## config.mk

```make
export PLATFORM = sky130hd
export DESIGN_NAME = hazard_tracker
export DESIGN_NICKNAME = d
export VERILOG_FILES = /design/src/rtl/hazard_pkg.sv /design/src/rtl/hazard_stage_reg.sv /design/src/rtl/hazard_tracker.sv
export SDC_FILE = /design/constraint.sdc
export NUM_CORES = 1
export LEC_CHECK = 0
export ABC_AREA = 1
export BUFFER_PORTS_ARGS = -buffer_cell sky130_fd_sc_hd__buf_2
export CORE_MARGIN = 2
export CORE_UTILIZATION = 47
export DETAILED_ROUTE_END_ITERATION = 6
export PLACE_DENSITY = 0.84
export SLEW_MARGIN = 10
export SYNTH_ARGS = -nofsm -noshare
export SYNTH_HDL_FRONTEND = slang
export SYNTH_SLANG_ARGS = --single-unit
export TNS_END_PERCENT = 10
```

## constraint.sdc

```tcl
create_clock -name clk -period 2 [get_ports clk]
set_clock_uncertainty 0.2 [all_clocks]
set_input_delay 0.3 -clock clk [delete_from_list [all_inputs] [get_ports clk]]
set_output_delay 0.3 -clock clk [all_outputs]
set_load 0.05 [all_outputs]
```

## src/rtl/hazard_pkg.sv

```systemverilog
// Shared types and match/priority helpers for the MIPS hazard tracker.
// Build option: HAZARD_W2D_FWD_EN (in hazard_tracker) enables W-to-D forwarding.
package hazard_pkg;

  localparam int TW = 2;
  localparam int RW = 5;

  localparam logic [1:0] FWD_RF = 2'd0;
  localparam logic [1:0] FWD_E  = 2'd1;
  localparam logic [1:0] FWD_M  = 2'd2;
  localparam logic [1:0] FWD_W  = 2'd3;

  localparam logic [1:0] FWDE_PIPE = 2'd0;
  localparam logic [1:0] FWDE_M    = 2'd1;
  localparam logic [1:0] FWDE_W    = 2'd2;

  localparam logic [TW-1:0] TUSE_NONE = TW'(3);

  typedef struct packed {
    logic [RW-1:0] dst;
    logic [TW-1:0] tnew;
  } ent_t;

  typedef struct packed {
    logic          hit;
    logic [TW-1:0] tnew;
    logic [1:0]    src;
  } prod_t;

  function automatic logic [TW-1:0] sat_dec(
    input logic [TW-1:0] x
  );
    return (x == '0) ? '0 : x - TW'(1);
  endfunction

  // Later assignments win, so the newest matching stage is kept.
  function automatic prod_t newest(
    input logic [RW-1:0] r,
    input ent_t          e,
    input ent_t          m,
    input ent_t          w,
    input logic          use_e,
    input logic          use_w
  );
    prod_t p;
    p = '0;
    if (r != '0) begin
      if (use_w && w.dst == r)
        p = '{hit: 1'b1, tnew: w.tnew, src: FWD_W};
      if (m.dst == r)
        p = '{hit: 1'b1, tnew: m.tnew, src: FWD_M};
      if (use_e && e.dst == r)
        p = '{hit: 1'b1, tnew: e.tnew, src: FWD_E};
    end
    return p;
  endfunction

  function automatic logic [1:0] d_sel(
    input prod_t         p,
    input logic [TW-1:0] tuse
  );
    if (tuse != TUSE_NONE && p.hit && p.tnew == '0)
      return p.src;
    return FWD_RF;
  endfunction

  function automatic logic [1:0] e_sel(
    input prod_t p
  );
    logic [1:0] s;
    s = FWDE_PIPE;
    if (p.hit && p.tnew == '0) begin
      unique case (p.src)
        FWD_M:   s = FWDE_M;
        FWD_W:   s = FWDE_W;
        default: s = FWDE_PIPE;
      endcase
    end
    return s;
  endfunction

  function automatic logic need_stall(
    input prod_t         p,
    input logic [TW-1:0] tuse
  );
    return (tuse != TUSE_NONE) && p.hit && (p.tnew > tuse);
  endfunction

endpackage

```

## src/rtl/hazard_stage_reg.sv

```systemverilog
// One in-flight producer entry {dst, tnew} with saturating tnew decrement.
module hazard_stage_reg
  import hazard_pkg::*;
(
  input  logic clk,
  input  logic rst_n,
  input  ent_t d,
  output ent_t q
);

  always_ff @(posedge clk or negedge rst_n) begin
    if (!rst_n)
      q <= '0;
    else
      q <= '{dst: d.dst, tnew: sat_dec(d.tnew)};
  end

endmodule

```

## src/rtl/hazard_tracker.sv

```systemverilog
// Scoreboard and stall/forward controller for the five-stage pipeline.
// Define HAZARD_W2D_FWD_EN to let W forward to D (else regfile write-through).
module hazard_tracker #(
  parameter int TW = hazard_pkg::TW,
  parameter int RW = hazard_pkg::RW
) (
  input  logic          clk,
  input  logic          rst_n,
  input  logic [TW-1:0] Tnew_E,
  input  logic [RW-1:0] Num_new_E,
  input  logic [RW-1:0] rs_D,
  input  logic [RW-1:0] rt_D,
  input  logic [TW-1:0] Tuse_rs_D,
  input  logic [TW-1:0] Tuse_rt_D,
  input  logic [RW-1:0] rs_E,
  input  logic [RW-1:0] rt_E,
  output logic          stall,
  output logic [1:0]    fwd_rs_D,
  output logic [1:0]    fwd_rt_D,
  output logic [1:0]    fwd_rs_E,
  output logic [1:0]    fwd_rt_E,
  output logic [TW-1:0] Tnew_M
);

  import hazard_pkg::*;

`ifdef HAZARD_W2D_FWD_EN
  localparam logic W2D = 1'b1;
`else
  localparam logic W2D = 1'b0;
`endif

  ent_t e_ent;
  ent_t m_ent;
  ent_t w_ent;

  prod_t p_rs_d;
  prod_t p_rt_d;
  prod_t p_rs_e;
  prod_t p_rt_e;

  assign e_ent = '{dst: Num_new_E, tnew: Tnew_E};

  hazard_stage_reg u_m (
    .clk   (clk),
    .rst_n (rst_n),
    .d     (e_ent),
    .q     (m_ent)
  );

  hazard_stage_reg u_w (
    .clk   (clk),
    .rst_n (rst_n),
    .d     (m_ent),
    .q     (w_ent)
  );

  assign p_rs_d = newest(rs_D, e_ent, m_ent, w_ent, 1'b1, W2D);
  assign p_rt_d = newest(rt_D, e_ent, m_ent, w_ent, 1'b1, W2D);
  // E never forwards from itself.
  assign p_rs_e = newest(rs_E, e_ent, m_ent, w_ent, 1'b0, 1'b1);
  assign p_rt_e = newest(rt_E, e_ent, m_ent, w_ent, 1'b0, 1'b1);

  assign stall = need_stall(p_rs_d, Tuse_rs_D)
               | need_stall(p_rt_d, Tuse_rt_D);

  assign fwd_rs_D = d_sel(p_rs_d, Tuse_rs_D);
  assign fwd_rt_D = d_sel(p_rt_d, Tuse_rt_D);
  assign fwd_rs_E = e_sel(p_rs_e);
  assign fwd_rt_E = e_sel(p_rt_e);

  assign Tnew_M = m_ent.tnew;

endmodule

```

==> flow_summary.toml <==
[drt]
met1_length_um = 1978
ant_nets = 0
drc_errors = 0
vias = 1971
top_layer = "met4"
met2_length_um = 2560
drt_pass1_iterations = 4
route.detailed.wl_per_inst_um = 12.87
drt_iter0_drc = 78
via_per_inst = 5.054
dr_wl_met3_um = 259
totalWireLength_um = 5019

[finish]
area_growth_pct = 53.72
nets = 384
finish.instance_area_um2 = 2352
stdcell_count = 390
fillers = 226
final_core_util = 0.7642
antenna_cells = 0
layout_commonest_cell = "nand2_1"
final_cell_mix = "91 x nand2_1, 36 x buf_4, 34 x inv_1, 34 x buf_2, 21 x nor2_1"
drive_above_1_share = 0.4191

[yosys]
synth-xor-area-share = 0.09158
synth_cell_type_count = 23
synth_compound_area_frac = 0.01717
synth_adder_area_share = 0.03271
synth_top_cell_area_share = 0.2355
ys_ff_latch = 14
avgSynthCellArea_um2 = 5.841
ys.warnings.count = 0
yosys-mux-area-fraction = 0
syn_area_um2 = 1530
yosysSeqAreaShare = 0.2289
synthTopCellsByArea = "nand2_1 24%, dfrtp_1 23%, inv_1 8.8%"
postSynthNetCount = 299
synth_top_family_by_area = "simple AND/OR/NAND/NOR gates"
yosys.area_share.simple = 0.5004
syn_inst = 262
synth_top_cell_by_area = "nand2_1"

[place]
dp.cells = 374
port-buffer-count = 43
globalplace.congestion = 0.8955
placed_area_um2 = 2012
place_hpwl_um = 3236

[clocking]
cts_sinks = 14
cts_root_buf = "clkbuf_4"
cts_buffer_depth = 2
htreeDepth = 1
clk_pin_slew_ns = 0.10
cts-buffers-inserted = 3
clk_latency_ns = 0.28
cts_tree = "done"

[setup_path]
r2r_end = "u_w.q[6]"
reg2regPathDepth = 2
crit_path_start = "u_m.q[6]"
arrival_ns = 2.24
start_kind = "register"
reg2reg_from = "u_m.q[6]"
path_max_fanout = 3
worstSetupEndpoint = "stall"
rrSetupSlack_ns = 0.97
cp.required_ns = 1.50
crit_path_end_kind = "output port"
critical_path_class = "reg2out"

[floorplan]
core.rowCount = 20
fp.dieArea_um2 = 3728
die_w_um = 61.06
coreArea_um2 = 3078
fp.dieH_um = 61.06
initial_core_util = 0.4972
io-pin-count = 44

[power_and_ir_drop]
p_leak_nw = 1.316
cellPowerDensity_nw_per_um2 = 382.6
vdd_drop_max_v = 0.0002775
p_total_uw = 899.9

[timing]
timing.hold.ws_ns = 0.06251
rsz0062_at_grt = "true"
worstMarginPinSlew_ns = 0.3635
worst_slack_ns = -0.7436
setup_viol = 9
slew_viol_final = 0
fmax_mhz = 364.5
hold_viol_final = 0
slew_headroom = 0.7558
period_minus_slack_ns = 2.744
min_period_over_period = 1.372

[global_routing]
grt_start_max_net_pins = 15
grt_pass1_wl_um = 7031
grt_pass1_vias = 1713
antenna_found_initial = 0
grtUsageTotal = 0.2519
grt_overflow = 0

[hold_path]
hold_depth = 2
holdCritPathClass = "in2reg"
min-delay-start = "Num_new_E[3]"

[outcome]
violations = "negative setup slack"
outcome = "complete, but fails checks"

[job]
maxCapViolCount = 0
through the flow:
stage	worst slack, ns	setup TNS (ns)
global placement	-0.5103	-1.097
floorplan	-0.4127	-2.741
detailed placement	-0.5438	-1.184
global route	-0.8374	-4.662
finish	-0.7436	-3.785
CTS	-0.6956	-3.529
registers in the layout (all words and copies together) (netlist names):
| register | cells |
|---|---|
| u_w.q | 7 |
| u_m.q | 7 |
per-layer routing:
layer	track usage	vias to the layer above
met5	0	-
met4	0.1273	0
met3	0.02731	29
met2	0.4407	89
met1	0.3049	893
li1	-	960
how the worst min path moves through the flow:
stage and end:
6_report u_m.q[5], 5_1_grt u_m.q[5], 4_1_cts u_m.q[5], 3_5_place_dp u_w.q[5], 3_3_place_gp u_w.q[5], 2_1_floorplan u_m.q[0]
cell families (layout without fill, tap and decap cells):
kind of cell	after synthesis	in the layout
and+or+nand+nor	173	173
buffers and inverters	50	134
xor gates and xnor gates	16	16
DFF	14	14
AOI/OAI and AO/OA	5	5
adders and majority gates	4	4
Yosys cell counts:
master   number
a21oi_1       2
and3_1        1
nand3_2       2
buf_2         2
nor2_4        1
nor2_2        6
dfrtp_1      14
nor2_1       27
or2_2         3
ha_1          4
inv_1        36
nor3_1        9
xnor2_1       6
nand4_1       4
nand2_1      96
o21ai_0       2
xor2_1       10
buf_4         2
nand2_2       6
inv_2        10
nand3_4       1
nand3_1      17
o22ai_1       1
power by group:
group	leakage, nW	total, mW	switching [mW]	internal, mW
Combinational	1.13	0.374	0.215	0.159
Sequential	0.167	0.312	0.0151	0.297
Clock	0.0210	0.213	0.102	0.111
Total	1.32	0.900	0.332	0.568
worst max-delay path, cell delays in order (launching register included):
cell and delay [ns]:
dfrtp_1 0.44, buf_6 0.14, inv_2 0.05, nand2_1 0.05
nand2_1 0.09, nand3_2 0.11, nor2_4 0.16, nand3_2 0.08
nand2_2 0.09, inv_2 0.05, ha_4 0.20, nand2_2 0.06
o21ai_2 0.06, o22ai_4 0.17, buf_6 0.18
area by class of cell:
cell class | instances | area, um2 | area share
inverters | 46 | 172.7 | 0.07340
flip-flops and latches | 14 | 352.8 | 0.1500
repair buffers | 84 | 591.8 | 0.2516
multi-input cells | 198 | 1144 | 0.4862
well taps | 44 | 55.05 | 0.02340
clock buffers | 4 | 36.28 | 0.01543
timing repair:
item / in CTS / in global routing
hold buffers: 5 / 0
endpoints found under the setup margin: 9 / 9
setup buffers: 6 / 2
gates resized for setup: 29 / 24
endpoints found under the hold margin: 18 / 0
pin swaps: 8 / 14
gates cloned: 0 / 0
(Power assumes the default switching activity.)
